===== src/rtl/fir_pkg.sv =====
// Shared definitions for the time-multiplexed FIR MAC sequencer.
// Contents:
//   - default parameter values (TAPS, DW, CW, AW)
//   - DEFAULT_COEFF: reset image of the coefficient store. Entries at
//     index 10 and above are zero.
//   - state_t: sequencer states
//   - accumulator guard bits and the default accumulator width
package fir_pkg;

  localparam int TAPS_DEF = 10;
  localparam int DW_DEF   = 32;
  localparam int CW_DEF   = 32;
  localparam int AW_DEF   = 4;
  localparam int MAX_TAPS = 16;

  // Four guard bits cover the growth from summing up to 16 products.
  localparam int ACC_GUARD = 4;
  localparam int ACC_W_DEF = DW_DEF + CW_DEF + ACC_GUARD;

  localparam int DEFAULT_COEFF [MAX_TAPS] = '{
    -3, 4, 6, -2, -5, 3, 7, 2, -1, 4, 0, 0, 0, 0, 0, 0
  };

  typedef enum logic [1:0] {
    IDLE,
    ACC,
    DONE
  } state_t;

endpackage


===== src/rtl/fir_coeff_regfile.sv =====
// Coefficient store for the FIR sequencer.
// It holds TAPS registers of CW bits. The read port is combinational and is
// indexed by the current tap. The write port is gated.
// Ports:
//   clk, reset  clock and synchronous active-high reset. Reset loads the
//               package default coefficients.
//   we          write strobe
//   enable      write enable from the sequencer (high only in IDLE)
//   addr, data  write index and value. Writes to an index >= TAPS are dropped.
//   raddr       read index (tap counter)
//   rdata       coefficient at raddr
module fir_coeff_regfile
  import fir_pkg::*;
#(
  parameter int TAPS = TAPS_DEF,
  parameter int CW   = CW_DEF,
  parameter int AW   = AW_DEF
) (
  input  logic                 clk,
  input  logic                 reset,
  input  logic                 we,
  input  logic                 enable,
  input  logic [AW-1:0]        addr,
  input  logic signed [CW-1:0] data,
  input  logic [AW-1:0]        raddr,
  output logic signed [CW-1:0] rdata
);

  // The limit is one bit wider than addr so that TAPS = 2**AW still compares correctly.
  localparam logic [AW:0] TAPS_LIM = (AW + 1)'(TAPS);

  logic signed [CW-1:0] regs [TAPS];
  logic                 write_ok;

  assign write_ok = we && enable && ({1'b0, addr} < TAPS_LIM);

  always_ff @(posedge clk) begin
    if (reset) begin
      for (int i = 0; i < TAPS; i++) begin
        regs[i] <= CW'(DEFAULT_COEFF[i]);
      end
    end else if (write_ok) begin
      regs[addr] <= data;
    end
  end

  assign rdata = regs[raddr];

endmodule


===== src/rtl/fir_mac_sequencer.sv =====
// Time-multiplexed FIR controller.
// It owns the tap delay line and the coefficient store. One shared
// multiply-accumulate unit processes one tap per cycle.
// Ports:
//   clk, reset         clock and synchronous active-high reset
//   s_valid/s_ready    upstream sample handshake; s_data is the signed sample
//   m_valid/m_ready    downstream result handshake; m_data is the signed result
//   cfg_we/addr/data   runtime coefficient write. It commits only in IDLE.
//   busy               high whenever the sequencer is not in IDLE
module fir_mac_sequencer
  import fir_pkg::*;
#(
  parameter int TAPS = TAPS_DEF,
  parameter int DW   = DW_DEF,
  parameter int CW   = CW_DEF,
  parameter int AW   = AW_DEF
) (
  input  logic                 clk,
  input  logic                 reset,
  input  logic                 s_valid,
  output logic                 s_ready,
  input  logic signed [DW-1:0] s_data,
  output logic                 m_valid,
  input  logic                 m_ready,
  output logic signed [DW-1:0] m_data,
  input  logic                 cfg_we,
  input  logic [AW-1:0]        cfg_addr,
  input  logic signed [CW-1:0] cfg_data,
  output logic                 busy
);

  localparam int              ACC_W    = DW + CW + ACC_GUARD;
  localparam logic [AW-1:0]   LAST_TAP = AW'(TAPS - 1);

  state_t                     state;
  logic signed [DW-1:0]       delay [TAPS];
  logic [AW-1:0]              tap;
  logic signed [ACC_W-1:0]    acc;
  logic signed [ACC_W-1:0]    acc_next;
  logic signed [CW-1:0]       coeff;
  logic signed [DW+CW-1:0]    product;

  fir_coeff_regfile #(
    .TAPS (TAPS),
    .CW   (CW),
    .AW   (AW)
  ) u_coeff (
    .clk    (clk),
    .reset  (reset),
    .we     (cfg_we),
    .enable (state == IDLE),
    .addr   (cfg_addr),
    .data   (cfg_data),
    .raddr  (tap),
    .rdata  (coeff)
  );

  // Shared MAC. The full-width signed product is sign-extended into the guard bits.
  assign product  = delay[tap] * coeff;
  assign acc_next = acc + {{ACC_GUARD{product[DW+CW-1]}}, product};

  assign s_ready = (state == IDLE);
  assign busy    = (state != IDLE);

  always_ff @(posedge clk) begin
    if (reset) begin
      state   <= IDLE;
      tap     <= '0;
      acc     <= '0;
      m_data  <= '0;
      m_valid <= 1'b0;
      for (int i = 0; i < TAPS; i++) begin
        delay[i] <= '0;
      end
    end else begin
      case (state)
        IDLE: begin
          if (s_valid) begin
            for (int i = TAPS - 1; i > 0; i--) begin
              delay[i] <= delay[i-1];
            end
            delay[0] <= s_data;
            acc      <= '0;
            tap      <= '0;
            state    <= ACC;
          end
        end
        ACC: begin
          acc <= acc_next;
          tap <= tap + 1'b1;
          // The last tap's sum is captured straight into the output register,
          // so m_data is ready when DONE is entered.
          if (tap == LAST_TAP) begin
            m_data  <= acc_next[DW-1:0];
            m_valid <= 1'b1;
            state   <= DONE;
          end
        end
        DONE: begin
          if (m_ready) begin
            m_valid <= 1'b0;
            state   <= IDLE;
          end
        end
        default: state <= IDLE;
      endcase
    end
  end

endmodule


===== config.mk =====
export PLATFORM = sky130hd
export DESIGN_NAME = fir_mac_sequencer
export DESIGN_NICKNAME = d
export VERILOG_FILES = /design/src/rtl/fir_pkg.sv /design/src/rtl/fir_coeff_regfile.sv /design/src/rtl/fir_mac_sequencer.sv
export SDC_FILE = /design/constraint.sdc
export NUM_CORES = 2
export LEC_CHECK = 0
export ABC_AREA = 1
export CAP_MARGIN = 0
export CORE_ASPECT_RATIO = 1.25
export CORE_MARGIN = 2
export CORE_UTILIZATION = 50
export CTS_CLUSTER_DIAMETER = 200
export CTS_CLUSTER_SIZE = 24
export DETAILED_ROUTE_END_ITERATION = 10
export PLACE_DENSITY = 0.71
export SKIP_LAST_GASP = 1
export SLEW_MARGIN = 5
export SYNTH_ARGS = -nofsm -noshare
export SYNTH_HDL_FRONTEND = slang
export SYNTH_SLANG_ARGS = --single-unit

===== constraint.sdc =====
create_clock -name clk -period 9.9 [get_ports clk]
set_input_delay 1.485 -clock clk [delete_from_list [all_inputs] [get_ports clk]]
set_output_delay 1.485 -clock clk [all_outputs]
set_load 0.1 [all_outputs]

* After elaboration in Yosys (flattened, before gate mapping)
Memories as Yosys holds them, arrays and structs flattened. A register that Yosys moved wholly into a read port is not among the register bits.
Index checks and enable logic that the tools add are counted.
** Word-level totals
- Register bits after elaboration :: 107
- Bits in latches :: 0
- Bits in writable memories :: 640
- Bits in read-only memories :: 0
- Input bits :: 73
- Output and inout port bits :: 35
- Logic and storage cells :: 75
- Memories kept :: 2
** Memories
- delay :: words 10, width 32, read ports 10, clocked after Yosys merged registers in 1, wr ports 10, RTL line fir_mac_sequencer.sv:36 : logic signed [DW-1:0] delay [TAPS];
- u_coeff.regs :: words 10, width 32, read ports 1, clocked after Yosys merged registers in 1, wr ports 10, RTL line fir_coeff_regfile.sv:32 : logic signed [CW-1:0] regs [TAPS];
** Operators by class
- Add/subtract/negate cells :: 2
- Multipliers :: 1
- Divide/modulo/power cells :: 0
- $lt $le $gt $ge :: 1
- Equal/unequal tests :: 6
- Shift-type cells :: 0
- Multiplexer cells :: 37
- Bitwise gates (word level) :: 10
- Reductions and logical operators :: 11
** Operators by type and width (count)
- two-way mux 32 bit :: 11
- case mux 68 bit (2 select lines) :: 1
- adder 68 bit :: 1
- two-way mux 68 bit :: 1
- multiplier 32 x 32 -> 64 bit :: 1
- OR reduction 32 bit :: 1
- two-way mux 4 bit :: 6
- two-way mux 1 bit :: 12
- bitwise OR 1 bit :: 10
- case mux 4 bit (2 select lines) :: 1
- two-way mux 2 bit :: 3
- inequality test 2 bit, second input constant :: 3
- case mux 2 bit (3 select lines) :: 1
- AND reduction 3 bit :: 2
- nonzero test 2 bit :: 3
- adder 4 x 1 -> 4 bit, second input constant :: 1
- equality test 4 bit, second input constant :: 1
- < comparator 4 bit, second input constant :: 1
- AND reduction 2 bit :: 2
- equality test 2 x 1 -> 1 bit, second input constant :: 1
- equality test 2 bit, second input constant :: 1
- logical AND 1 bit :: 2
- zero test 2 bit :: 1
- case mux 1 bit (2 select lines) :: 1

* Depth between registers and ports, before layout
- Depth after elaboration :: 8
- Depth in mapped cells :: 55
- Gate-level depth less buffers :: 51

* Hierarchy
From an unflattened synthesis, not the netlist that was laid out.
** Unflattened totals
- Cell total of the unflattened synthesis :: 6523
- Area, all modules :: 58085.7 um^2
** Modules (own cells, without submodules)
- fir_mac_sequencer :: times used 1, cells an instance 4173, area an instance 35068.6 um^2, sequential area each 11110.7 um^2
- fir_coeff_regfile :: times used 1, cells an instance 2350, area an instance 23017.1 um^2, sequential area each 15374.7 um^2

* Worst setup path before layout
No wires, ideal clock.
- Path kind :: input-to-reg
- From :: input reset
- To :: memory delay[0][0] (netlist bit), enable pin
- Setup time :: 2413 ps
- Arrival :: 7021 ps
- Required time :: 7487 ps
- Path slack :: 466 ps
- Stages on the path :: 3
- Buffers on the path :: 1
- Cell sequence :: clkbuf_1 clkinv_1 nand2_1
** RTL lines
- from (decl) :: RTL line fir_mac_sequencer.sv:19 : input logic reset,
- to (decl) :: RTL line fir_mac_sequencer.sv:36

==> flow_results.xml <==
<?xml version="1.0" encoding="UTF-8"?>
<metrics>
  <group name="status">
    <metric name="outcome" unit="">finished clean</metric>
  </group>
  <group name="cells_and_area">
    <metric name="drive_above_1_share" unit="">0.0413</metric>
    <metric name="filler_cell_count" unit="">10446</metric>
    <metric name="antennaDiodeCount" unit="">0</metric>
    <metric name="area_growth" unit="%">8.48</metric>
    <metric name="finalNetCount" unit="">7504</metric>
    <metric name="multiInputGateArea" unit="µm²">26000</metric>
    <metric name="final_cell_area" unit="µm²">63800</metric>
    <metric name="seq_area" unit="µm²">26500</metric>
    <metric name="finalCoreUtilization" unit="">0.547</metric>
  </group>
  <group name="drt">
    <metric name="total_routed_wirelength" unit="µm">144000</metric>
    <metric name="routed_wire_length_per_instance" unit="µm">17.1</metric>
    <metric name="num_vias" unit="">43162</metric>
    <metric name="routed_via_density" unit="">5.13</metric>
    <metric name="post-route-drc-count" unit="">0</metric>
    <metric name="detail_route.iter0.violations" unit="">3871</metric>
    <metric name="drt.antenna.violating_nets" unit="">0</metric>
    <metric name="detailedRoute.firstPassIterationCount" unit="">6</metric>
  </group>
  <group name="clock_tree">
    <metric name="clock_insertion_delay_worst_skew" unit="ps">650</metric>
    <metric name="cts_max_path_buffers" unit="">3</metric>
    <metric name="clock_tree.htree_level_count" unit="">2</metric>
    <metric name="tritoncts_clock_tree" unit="">done</metric>
    <metric name="clock_sinks" unit="">907</metric>
    <metric name="post_cts_hold_buffer_count" unit="">0</metric>
    <metric name="cts_buffers" unit="">43</metric>
    <metric name="cts.reportedPaths.clkPinSlew" unit="ps">100</metric>
    <metric name="root_buffer" unit="">clkbuf_16</metric>
  </group>
  <group name="critical_path">
    <metric name="critPathBufInv" unit="">14</metric>
    <metric name="category_of_the_most_critical_setup_path" unit="">flop to flop</metric>
    <metric name="critical_path.most_common_cell" unit="">inv_1</metric>
    <metric name="critPathTopFamily" unit="">adder cells</metric>
    <metric name="cp_data_required_time" unit="ps">10450</metric>
    <metric name="crit_path_max_incr_delay" unit="ps">560</metric>
    <metric name="critical_path.max_fanout" unit="">43</metric>
    <metric name="timing.critical_path.to_type" unit="">flop</metric>
    <metric name="critical_path.reg2reg.endpoint" unit="">m_data[31]</metric>
    <metric name="arrival" unit="ps">10050</metric>
    <metric name="r2r_setup_slack" unit="ps">400</metric>
    <metric name="reg2reg_depth" unit="">43</metric>
    <metric name="slowest_stage" unit="">fa_1</metric>
    <metric name="worst_setup_path_start_kind" unit="">flop</metric>
  </group>
  <group name="timing">
    <metric name="max_slew_margin" unit="">0.318</metric>
    <metric name="timing.final.crit_share" unit="">0.960</metric>
    <metric name="hold_slack" unit="ps">477</metric>
    <metric name="clock.fmax" unit="MHz">105</metric>
    <metric name="timing.final.setup_violations" unit="">0</metric>
    <metric name="slew_worst_pin" unit="ps">1020</metric>
    <metric name="fin_worst_skew" unit="ps">25.1</metric>
    <metric name="slew_violations" unit="">0</metric>
    <metric name="final_period_minus_worst_setup_slack" unit="ps">9500</metric>
    <metric name="finalHoldViolCount" unit="">0</metric>
    <metric name="rsz_0062_raised_after_global_routing" unit="">yes</metric>
  </group>
  <group name="floorplan">
    <metric name="die_h" unit="µm">388</metric>
    <metric name="rows" unit="">140</metric>
    <metric name="floorplan.die_area" unit="µm²">120000</metric>
    <metric name="die_x" unit="µm">311</metric>
    <metric name="design.core.area" unit="µm²">117000</metric>
    <metric name="floorplan.io_pins" unit="">108</metric>
    <metric name="initial_utilization" unit="">0.504</metric>
  </group>
  <group name="synthesis">
    <metric name="seq_area_frac_synth" unit="">0.450</metric>
    <metric name="netlist_area_pre_place" unit="µm²">58900</metric>
    <metric name="postSynthRegisterBits" unit="">907</metric>
    <metric name="postSynthCellCount" unit="">6661</metric>
    <metric name="synth_cell_type_count" unit="">43</metric>
    <metric name="ys_dominant_reg_cell" unit="">edfxtp_1</metric>
    <metric name="post_synth_mux_area_share" unit="">0</metric>
    <metric name="synth_adder_area_share" unit="">0.178</metric>
    <metric name="synth_simple_gate_area_share" unit="">0.188</metric>
    <metric name="number_of_synthesized_flops_with_an_enable_pin" unit="">832</metric>
    <metric name="yosys.area_share.xor_xnor" unit="">0.0102</metric>
    <metric name="dominant_combinational_cell_family_by_area_after_synthesis" unit="">simple AND/OR/NAND/NOR gates</metric>
    <metric name="synthesized_area_per_cell" unit="µm²">8.84</metric>
    <metric name="synth-compound-area-share" unit="">0.0513</metric>
    <metric name="synth-warning-count" unit="">0</metric>
    <metric name="share_of_synthesized_flip_flops_with_an_asynchronous_set_or_reset" unit="">0</metric>
  </group>
  <group name="placed_design">
    <metric name="dp_hpwl" unit="µm">99500</metric>
    <metric name="place.gp.congestion" unit="">0.909</metric>
    <metric name="input_output_buffers" unit="">107</metric>
    <metric name="cell_area_after_placement" unit="µm²">62400</metric>
  </group>
  <group name="grt">
    <metric name="grt-ovfl-total" unit="">0</metric>
    <metric name="grt.total_usage" unit="">0.238</metric>
    <metric name="antenna_found_initial" unit="">0</metric>
    <metric name="first_global_vias" unit="">42953</metric>
    <metric name="grt_max_degree" unit="">220</metric>
    <metric name="grt_pass1_wl" unit="µm">229000</metric>
  </group>
  <group name="worst_hold_path">
    <metric name="timing.hold.worst.start" unit="">acc[0]</metric>
    <metric name="min_path_cells" unit="">2</metric>
    <metric name="hp-class" unit="">flop to flop</metric>
    <metric name="min_delay_worst_endpoint" unit="">acc[0]</metric>
  </group>
  <group name="job">
    <metric name="max-cap-violations" unit="">0</metric>
  </group>
</metrics>
synth_stat cells, types with 9 or more instances:
master    count  area (µm²)
nand3_1     433        2170
edfxtp_1    832       25000
or2_2         9        56.3
ha_1        185        2310
clkbuf_1    173         649
buf_6        35         394
o21ai_1      80         400
fa_1        409        8190
o211ai_1     78         586
dfxtp_1      75        1500
buf_4        40         300
buf_1        20        75.1
xnor2_1      19         166
a21oi_1     185         926
nor2_1      776        2910
o21ai_0     171         856
buf_2        66         330
xor2_1       46         403
nand2_1    1509        5660
nand2_2      23         144
inv_1      1431        5370
worst register-to-register path, delay by kind of cell, from the launching register on:
kind / cells / cell delay, ps
compound gates: 7 / 1030
xor+xnor: 1 / 140
fa+ha+maj: 10 / 4870
buf+inv: 14 / 1670
flops: 1 / 470
simple gates: 11 / 1240
layout by cell type (no fill, tap or decap), types with 8 or more instances in the layout:
cell / synthesis / final
o21ai_0: 171 / 169
nor3_1: 8 / 8
xor2_1: 46 / 46
clkdlybuf4s50_1: 0 / 106
o211ai_1: 78 / 78
nand2_1: 1509 / 1499
ha_1: 185 / 184
clkbuf_16: 0 / 46
or2_2: 9 / 9
buf_4: 40 / 134
nand2_2: 23 / 29
xnor2_1: 19 / 19
nand3_1: 433 / 433
a21oi_1: 185 / 183
conb_1: 1 / 192
o21ai_1: 80 / 80
dfxtp_1: 75 / 72
nor2_1: 776 / 768
buf_12: 0 / 22
fa_1: 409 / 409
edfxtp_1: 832 / 832
inv_1: 1431 / 1426
clkbuf_1: 173 / 15
worst max-delay path by stage:
stage	startpoint	endpoint	slack, ps	cells past startpoint
3_5_place_dp	flop	acc[30]	170	40
2_1_floorplan	reset	delay[0][0]	470	3
5_1_grt	flop	m_data[31]	-10	44
4_1_cts	flop	acc[30]	150	40
3_3_place_gp	flop	m_data[31]	290	42
6_report	flop	m_data[31]	400	43
cells by family after synthesis:
logic type | after synthesis
AO/OA/AOI/OAI | 547
XOR/XNOR | 67
AND/OR/NAND/NOR | 2773
buffers and inverters | 1772
flip-flops | 907
adder cells (fa/ha/maj) | 594
other | 1
area by class of cell:
type / instances / share of cell area
inverters: 1438 / 0.0850
flip-flops and latches: 907 / 0.415
well taps: 1562 / 0.0306
clock buffers: 58 / 0.0177
repair buffers: 274 / 0.0428
multi-input cells: 4173 / 0.408
clock inverters: 4 / 0.000980
per-layer routing:
metal | part of all wire | vias up | global-route usage
met5 | 0 | - | 0
met4 | 0.037 | 0 | 0.0861
met3 | 0.063 | 283 | 0.0246
met2 | 0.50 | 1431 | 0.422
met1 | 0.40 | 20875 | 0.301
li1 | - | 20573 | -
per-stage QoR:
stage / cells / setup slack [ps] / TNS [ps]
floorplan: 6852 / 466 / 0
global placement: 8343 / 292 / 0
detailed placement: 8343 / 172 / 0
CTS: 8405 / 150 / 0
global route: 8416 / -13.8 / -19.6
finish: 8416 / 401 / 0
registers in the layout, summed over array words and instances, names as in the netlist, named ones only:
| signal | flops |
|---|---|
| u_coeff.regs | 512 |
| delay | 320 |
| acc | 32 |
| m_data | 32 |
| tap | 4 |
| state | 2 |
| m_valid | 1 |
repair_timing:
action | in CTS | in global routing
endpoints found under the setup margin | 0 | 11
gates resized for setup | 0 | 28
buffers inserted | 0 | 8
Power is left out: the tool's default activity adds up to more than one toggle a clock period on the data nets, which glitch-free logic cannot reach.
